### src/rtl/imem_loader_pkg.sv
// Shared encodings for the instruction-memory UART loader: loader FSM states
// and UART receiver bit phases.
package imem_loader_pkg;

  typedef enum logic [2:0] {
    ST_LEN_LO,
    ST_LEN_HI,
    ST_DATA,
    ST_CSUM,
    ST_DONE,
    ST_ERR
  } ld_state_t;

  typedef enum logic [1:0] {
    PH_IDLE,
    PH_START,
    PH_DATA,
    PH_STOP
  } rx_phase_t;

  localparam int unsigned DATA_BITS = 8;

endpackage

### src/rtl/uart_rx_byte.sv
// 8N1 UART byte receiver: 2-flop synchronizer, bit-centre sampling, glitch
// rejection on the start bit, one-cycle valid / frame-error pulses.
module uart_rx_byte
  import imem_loader_pkg::*;
#(
  parameter int unsigned CLKS_PER_BIT = 434
) (
  input  logic       i_Clk,
  input  logic       i_Rst_n,
  input  logic       i_Rx,
  output logic [7:0] o_Byte,
  output logic       o_Valid,
  output logic       o_Frame_err
);

  localparam int unsigned TW = $clog2(CLKS_PER_BIT);
  localparam logic [TW-1:0] T_FULL = TW'(CLKS_PER_BIT - 1);
  localparam logic [TW-1:0] T_HALF = TW'(CLKS_PER_BIT / 2 - 1);
  localparam logic [2:0] LAST_BIT = 3'(DATA_BITS - 1);

  logic rx_meta, rx_sync, rx_prev;
  rx_phase_t phase;
  logic [TW-1:0] timer;
  logic [2:0] bit_cnt;
  logic [7:0] shift;

  always_ff @(posedge i_Clk or negedge i_Rst_n) begin
    if (!i_Rst_n) begin
      rx_meta <= 1'b1;
      rx_sync <= 1'b1;
      rx_prev <= 1'b1;
    end else begin
      rx_meta <= i_Rx;
      rx_sync <= rx_meta;
      rx_prev <= rx_sync;
    end
  end

  always_ff @(posedge i_Clk or negedge i_Rst_n) begin
    if (!i_Rst_n) begin
      phase       <= PH_IDLE;
      timer       <= '0;
      bit_cnt     <= '0;
      shift       <= '0;
      o_Byte      <= '0;
      o_Valid     <= 1'b0;
      o_Frame_err <= 1'b0;
    end else begin
      o_Valid     <= 1'b0;
      o_Frame_err <= 1'b0;
      case (phase)
        PH_IDLE: begin
          timer   <= '0;
          bit_cnt <= '0;
          if (rx_prev && !rx_sync) phase <= PH_START;
        end
        PH_START: begin
          if (timer == T_HALF) begin
            timer <= '0;
            // A line that is high again at mid-start-bit was only a glitch.
            phase <= rx_sync ? PH_IDLE : PH_DATA;
          end else begin
            timer <= timer + 1'b1;
          end
        end
        PH_DATA: begin
          if (timer == T_FULL) begin
            timer   <= '0;
            shift   <= {rx_sync, shift[7:1]};
            bit_cnt <= bit_cnt + 1'b1;
            if (bit_cnt == LAST_BIT) phase <= PH_STOP;
          end else begin
            timer <= timer + 1'b1;
          end
        end
        PH_STOP: begin
          if (timer == T_FULL) begin
            timer <= '0;
            phase <= PH_IDLE;
            if (rx_sync) begin
              o_Byte  <= shift;
              o_Valid <= 1'b1;
            end else begin
              o_Frame_err <= 1'b1;
            end
          end else begin
            timer <= timer + 1'b1;
          end
        end
        default: phase <= PH_IDLE;
      endcase
    end
  end

endmodule

### src/rtl/imem_uart_loader.sv
// Fills instruction memory from a UART frame (LEN_LO, LEN_HI, 4*N LE bytes) and
// holds the CPU until done. Optional trailing XOR checksum: IMEM_LOADER_CHECKSUM_EN.
module imem_uart_loader
  import imem_loader_pkg::*;
#(
  parameter int unsigned CLKS_PER_BIT = 434,
  parameter int unsigned ADDR_W       = 8,
  parameter int unsigned WORDS        = 256
) (
  input  logic              i_Clk,
  input  logic              i_Rst_n,
  input  logic              i_Rx,
  input  logic              i_Start,
  output logic              o_Wr_en,
  output logic [ADDR_W-1:0] o_Wr_addr,
  output logic [31:0]       o_Wr_data,
  output logic              o_Cpu_hold,
  output logic              o_Done,
  output logic              o_Error,
  output logic [15:0]       o_Count
);

  localparam logic [15:0] WORDS_L = 16'(WORDS);

  logic [7:0]  rx_byte;
  logic        rx_valid, rx_ferr;
  ld_state_t   state;
  logic [7:0]  len_lo;
  logic [15:0] len;
  logic [1:0]  byte_idx;
  logic [23:0] word_buf;
`ifdef IMEM_LOADER_CHECKSUM_EN
  logic [7:0]  csum;
`endif

  uart_rx_byte #(
    .CLKS_PER_BIT(CLKS_PER_BIT)
  ) u_rx (
    .i_Clk      (i_Clk),
    .i_Rst_n    (i_Rst_n),
    .i_Rx       (i_Rx),
    .o_Byte     (rx_byte),
    .o_Valid    (rx_valid),
    .o_Frame_err(rx_ferr)
  );

  always_ff @(posedge i_Clk or negedge i_Rst_n) begin
    if (!i_Rst_n) begin
      state      <= ST_LEN_LO;
      o_Wr_en    <= 1'b0;
      o_Wr_addr  <= '0;
      o_Wr_data  <= '0;
      o_Cpu_hold <= 1'b1;
      o_Done     <= 1'b0;
      o_Error    <= 1'b0;
      o_Count    <= '0;
      len_lo     <= '0;
      len        <= '0;
      byte_idx   <= '0;
      word_buf   <= '0;
`ifdef IMEM_LOADER_CHECKSUM_EN
      csum       <= '0;
`endif
    end else begin
      o_Wr_en <= 1'b0;
      case (state)
        ST_LEN_LO: begin
          if (rx_ferr) begin
            state   <= ST_ERR;
            o_Error <= 1'b1;
          end else if (rx_valid) begin
            len_lo <= rx_byte;
            state  <= ST_LEN_HI;
          end
        end
        ST_LEN_HI: begin
          if (rx_ferr) begin
            state   <= ST_ERR;
            o_Error <= 1'b1;
          end else if (rx_valid) begin
            len <= {rx_byte, len_lo};
            if ({rx_byte, len_lo} > WORDS_L) begin
              state   <= ST_ERR;
              o_Error <= 1'b1;
            end else if ({rx_byte, len_lo} == 16'd0) begin
`ifdef IMEM_LOADER_CHECKSUM_EN
              state <= ST_CSUM;
`else
              state      <= ST_DONE;
              o_Done     <= 1'b1;
              o_Cpu_hold <= 1'b0;
`endif
            end else begin
              state <= ST_DATA;
            end
          end
        end
        ST_DATA: begin
          if (rx_ferr) begin
            state   <= ST_ERR;
            o_Error <= 1'b1;
          end else if (rx_valid) begin
            byte_idx <= byte_idx + 1'b1;
`ifdef IMEM_LOADER_CHECKSUM_EN
            csum     <= csum ^ rx_byte;
`endif
            if (byte_idx == 2'd3) begin
              o_Wr_en   <= 1'b1;
              o_Wr_addr <= o_Count[ADDR_W-1:0];
              o_Wr_data <= {rx_byte, word_buf};
              o_Count   <= o_Count + 16'd1;
            end else begin
              word_buf <= {rx_byte, word_buf[23:8]};
            end
          end else if (o_Wr_en && o_Count == len) begin
            // Count already reflects the write issued last cycle.
`ifdef IMEM_LOADER_CHECKSUM_EN
            state <= ST_CSUM;
`else
            state      <= ST_DONE;
            o_Done     <= 1'b1;
            o_Cpu_hold <= 1'b0;
`endif
          end
        end
`ifdef IMEM_LOADER_CHECKSUM_EN
        ST_CSUM: begin
          if (rx_ferr) begin
            state   <= ST_ERR;
            o_Error <= 1'b1;
          end else if (rx_valid) begin
            if (rx_byte == csum) begin
              state      <= ST_DONE;
              o_Done     <= 1'b1;
              o_Cpu_hold <= 1'b0;
            end else begin
              state   <= ST_ERR;
              o_Error <= 1'b1;
            end
          end
        end
`endif
        ST_DONE, ST_ERR: begin
          if (i_Start) begin
            state      <= ST_LEN_LO;
            o_Done     <= 1'b0;
            o_Error    <= 1'b0;
            o_Cpu_hold <= 1'b1;
            o_Count    <= '0;
            byte_idx   <= '0;
`ifdef IMEM_LOADER_CHECKSUM_EN
            csum       <= '0;
`endif
          end
        end
        default: begin
          state   <= ST_ERR;
          o_Error <= 1'b1;
        end
      endcase
    end
  end

endmodule

### config.mk
export PLATFORM = sky130hd
export DESIGN_NAME = imem_uart_loader
export DESIGN_NICKNAME = d
export VERILOG_FILES = /design/src/rtl/imem_loader_pkg.sv /design/src/rtl/uart_rx_byte.sv /design/src/rtl/imem_uart_loader.sv
export SDC_FILE = /design/constraint.sdc
export NUM_CORES = 1
export LEC_CHECK = 0
export CORE_AREA = 2 2 109 111
export CTS_BUF_LIST = sky130_fd_sc_hd__clkbuf_16
export DETAILED_ROUTE_END_ITERATION = 8
export DIE_AREA = 0 0 111 113
export DONT_BUFFER_PORTS = 1
export HOLD_SLACK_MARGIN = 0.15
export PLACE_DENSITY = 0.74
export RECOVER_POWER = 100
export SLEW_MARGIN = 20
export SYNTH_ARGS = -nofsm -noshare
export SYNTH_HDL_FRONTEND = slang
export SYNTH_SLANG_ARGS = --single-unit
### constraint.sdc
create_clock -name i_Clk -period 2 [get_ports i_Clk]
set_input_delay 0.4 -clock i_Clk [delete_from_list [all_inputs] [get_ports i_Clk]]
set_output_delay 0.4 -clock i_Clk [all_outputs]
set_load 0.03 [all_outputs]
==> summary.md <==
The chip height was 113 um; the row count was 39. Critical register-to-register path endpoint: state[0]$_DFFE_PN0P_. The run gives 0.429 as the clock network fraction of total power. The final sum of negative setup slack came out at 0 ps. The worst setup path is captured at a flip-flop.

The largest total area in the synthesized netlist belongs to sky130_fd_sc_hd__dfrtp_1. The via-per-instance ratio works out to 5.66. The worst max-slew margin expressed relative to the limit was 0.646. The HPWL reported at the end of detailed placement was 8970 um; the number of synthesized register bits was 148.

For the pin with the worst max-slew slack, the measured transition is 531 ps. The routed layout has 4264 vias. The proportion of layout cells with a drive suffix above 1 is 0.215, and the clock transition at the register clock pins on the worst setup and hold paths after CTS is 60 ps. Across all register-to-register paths, the minimum setup slack is 100 ps.

The run gives 11300 um2 as the core footprint. The largest net degree at the start of global routing came out at 149. The cell area after synthesis came out at 6340 um2. For the worst setup timing slack at the placement stage, the log shows 100 ps. In the final routed layout, each cell accounts on average for 17.6 um. Once routing completed, OpenROAD measured the worst setup slack at 104 ps. From synthesis to final layout, the design area changed by 14.8%.

The number of design-rule violations left by the first detailed-router iteration was 260; the number of unique standard cell types used by synthesis was 54. The analysis attributes to cell leakage a power of 3.74 nW. The logs give 0.451 for the share of power burned in registers and 0 for the final antenna-violating net count. 64 I/O pins were placed. For the worst setup path, the data required time is 2310 ps. The count of final max-slew check failures was 0; the switching power of the nets was 1.98 mW. For the worst flop-to-flop path, the logic depth is 6.

For the worst-skew pair, the clock arrives at the later sink with an insertion delay of 420 ps. The run finished, with violations left. For this run, the number of Yosys warnings is 0. Once placement completed, the tool counted placed cells totaling 721. The residual DRC count is 0. Setup violations remaining at the end of the flow were counted as 0. The final reports fail on negative hold slack. The congestion estimate from routability-driven global placement came to 0.915. The clock tree synthesis step divided the H-tree into 4 levels. The async set-or-reset flop fraction in the synthesized netlist came out at 1.00. The fraction of synthesized cell area taken by the top area cell type works out to 0.569. The fraction of power spent switching nets came out at 0.267.

The run gives 0.646 as the utilization after layout. In the post-synthesis netlist, the biggest area contributors are sky130_fd_sc_hd__dfrtp_1 57%, sky130_fd_sc_hd__mux2_2 9.6%, sky130_fd_sc_hd__nand2_1 8.6%. Synthesized area per cell: 11.3 um2. The standard cell with the maximum stage delay on the critical path is sky130_fd_sc_hd__dfrtp_2. The tool flagged a number of max-cap violations equal to 0.

Excluding fillers, the count of instances in the completed layout stands at 753. The run gives 0 as the leftover overflow at the end of global routing. The classification of the worst setup path is flip-flop to flip-flop.

The time the final worst path needs with I/O delays and setup is 1900 ps. Traced cell by cell, the critical path runs through xor2_1 > nor4_2 > nand3_1 > o41ai_2 > o31ai_2 > o32a_1. The data arrival time of the critical path came out at 2200 ps. The run gives 22100 um as the wire length of the first global-routing pass. Power spread over the standard cell area amounts to 1020 nW/um2. Yosys instantiated no cell more often than sky130_fd_sc_hd__nand2_1. Category of the worst setup path launch point: a flip-flop. The count of buffers inserted at the top-level ports came out at 0. The logs give 0.000772 V for the largest vdd supply drop and 0.120 for the combinational group share of total power. When the netlist entered floorplanning its net count stood at 573. The overall fraction of global-route tracks in use was 0.225. The worst min-delay path category was primary input to async pin.

The run gives 2 as the quantity of hold-fixing buffers added after cts. The delay of the slowest cell on the worst path works out to 410 ps. Along the worst path, the maximum fanout reaches 3.

The tools report the final worst clock skew as 11.7 ps. In the synthesized netlist, the cells that appear most often are 145 x sky130_fd_sc_hd__nand2_1, 144 x sky130_fd_sc_hd__dfrtp_1, 54 x sky130_fd_sc_hd__mux2_2. The logs give 17 for the TritonCTS buffer count and 5.44 mW for the internal power of the cells. For the hold slack, the log shows -326 ps.

The full die area was 12500 um2. The count of final hold-check violations is 148, and the width of the die is 111 um. The synthesized instance count came out at 562. The part of the cycle the worst path needs is 0.948, and the number of antenna violations at the first check in global routing is 0. The effective utilization at floorplan was 0.562; the number of antenna diodes was 0. The run gives 4327 as the number of global-route vias before repair. Number of flops mapped to enable cells by yosys: 0. The net count of the finished layout is 610.

After detailed routing, the total wire length is 13300 um. The tree built by TritonCTS fans out to 148 sinks. The run gives 2 as the largest buffer count on any clock path. The root buffer selected by CTS was sky130_fd_sc_hd__clkbuf_16.

In this run the critical register-to-register path is launched from o_Count[6]$_DFFE_PN0P_. The pre-antenna-repair detailed-routing pass consisted of 4 iterations. The most used flip-flop cell after synthesis was sky130_fd_sc_hd__dfrtp_1.

For the sequential fraction of the synthesis area, the log shows 0.585. TritonCTS built the clock tree. Based on the critical path, the design can be clocked at up to 527 MHz. Setup repair after global routing could not meet its margin everywhere.
-- flip-flops by register name, indices dropped and copies added, names as in the netlist, 2 cells and up, named ones only --
name,flops
o_Wr_data,32
o_Wr_addr,8
len,16
state,3
u_rx.shift,8
o_Count,16
u_rx.o_Byte,8
word_buf,24
len_lo,8
byte_idx,2
u_rx.bit_cnt,3
u_rx.timer,9
-- worst max-delay path by stage --
stage	start	to	slack (ps)	depth (start not counted)
floorplan	o_Count[9]$_DFFE_PN0P_	state[0]$_DFFE_PN0P_	120	6
global placement	o_Count[6]$_DFFE_PN0P_	state[0]$_DFFE_PN0P_	140	6
detailed placement	o_Count[6]$_DFFE_PN0P_	state[0]$_DFFE_PN0P_	100	6
CTS	o_Count[6]$_DFFE_PN0P_	state[0]$_DFFE_PN0P_	90	6
global route	state[2]$_DFFE_PN0P_	o_Count[10]$_DFFE_PN0P_	-6	5
finish	o_Count[6]$_DFFE_PN0P_	state[0]$_DFFE_PN0P_	100	6
-- stage by stage --
step           instance area (um2)  power (mW)
2_1_floorplan                 6350        4.05
3_3_place_gp                  6750        4.27
3_5_place_dp                  6750        4.30
4_1_cts                       7350        7.49
5_1_grt                       7280        7.69
6_report                      7280        7.42
-- what timing repair did --
item                       in CTS  in global routing
resized for setup               0                  3
setup endpoints to repair       0                  3
setup buffers                   0                  0
hold endpoints to repair      150                148
-- layout make-up --
type | instances | area, um2
fillers | 835 | 4000
flip-flops and latches | 148 | 3720
multi-input cells | 383 | 2500
clock buffers | 17 | 425
repair buffers | 39 | 255
well taps | 143 | 179
clock inverters | 13 | 161
inverters | 10 | 37.5
-- kinds of logic after synthesis --
| family | count (synthesis) | synth area share |
|---|---|---|
| AOI/OAI and AO/OA | 43 | 0.0448 |
| xor gates and xnor gates | 30 | 0.0415 |
| adders and majority gates | 7 | 0.0138 |
| DFF | 148 | 0.585 |
| and+or+nand+nor | 235 | 0.172 |
| buffers and inverters | 31 | 0.0221 |
| muxes | 68 | 0.121 |
-- layout by cell type (no fill, tap or decap), types with 3 or more instances in the layout --
cell type and count:
sky130_fd_sc_hd__a21oi_1 8, sky130_fd_sc_hd__nand3_1 12, sky130_fd_sc_hd__mux2_2 54, sky130_fd_sc_hd__and3_1 5, sky130_fd_sc_hd__or3_1 5, sky130_fd_sc_hd__nand4_1 4, sky130_fd_sc_hd__xnor2_1 10, sky130_fd_sc_hd__nand2_1 145
sky130_fd_sc_hd__clkinv_4 3, sky130_fd_sc_hd__nor2_1 29, sky130_fd_sc_hd__bufinv_16 3, sky130_fd_sc_hd__inv_1 11, sky130_fd_sc_hd__ha_1 7, sky130_fd_sc_hd__buf_4 20, sky130_fd_sc_hd__o21ai_0 15, sky130_fd_sc_hd__o21ai_1 3
sky130_fd_sc_hd__clkbuf_1 11, sky130_fd_sc_hd__dfrtp_2 8, sky130_fd_sc_hd__clkbuf_16 17, sky130_fd_sc_hd__nor2b_1 4, sky130_fd_sc_hd__nand2b_1 5, sky130_fd_sc_hd__mux2_1 13, sky130_fd_sc_hd__or4_1 3, sky130_fd_sc_hd__dfrtp_1 136
sky130_fd_sc_hd__xor2_1 20, sky130_fd_sc_hd__nor4_2 3, sky130_fd_sc_hd__nor3_1 3, sky130_fd_sc_hd__clkbuf_4 3
-- routing by layer --
layer | wire length, um | global-route usage | vias to the layer above
li1 | - | - | 1965
met1 | 5880 | 0.292 | 2163
met2 | 6560 | 0.368 | 108
met3 | 570 | 0.0637 | 28
met4 | 262 | 0.0808 | 0
met5 | 0 | 0 | -
-- power groups by stage --
stage | clock network (mW) | registers (mW) | logic [mW]
2_1_floorplan | 0 | 3.45 | 0.599
3_5_place_dp | 0 | 3.40 | 0.902
4_1_cts | 3.23 | 3.35 | 0.913
5_1_grt | 3.35 | 3.37 | 0.973
6_report | 3.18 | 3.35 | 0.889
3_3_place_gp | 0 | 3.38 | 0.888
-- critical path, delay by kind of cell (launching register included) --
family / cells / cell delay (ps)
flip-flops: 1 / 410
AND/OR/NAND/NOR: 2 / 440
AO/OA/AOI/OAI: 3 / 770
XOR/XNOR: 1 / 170
Note: power is estimated with default switching activity, not from simulation.
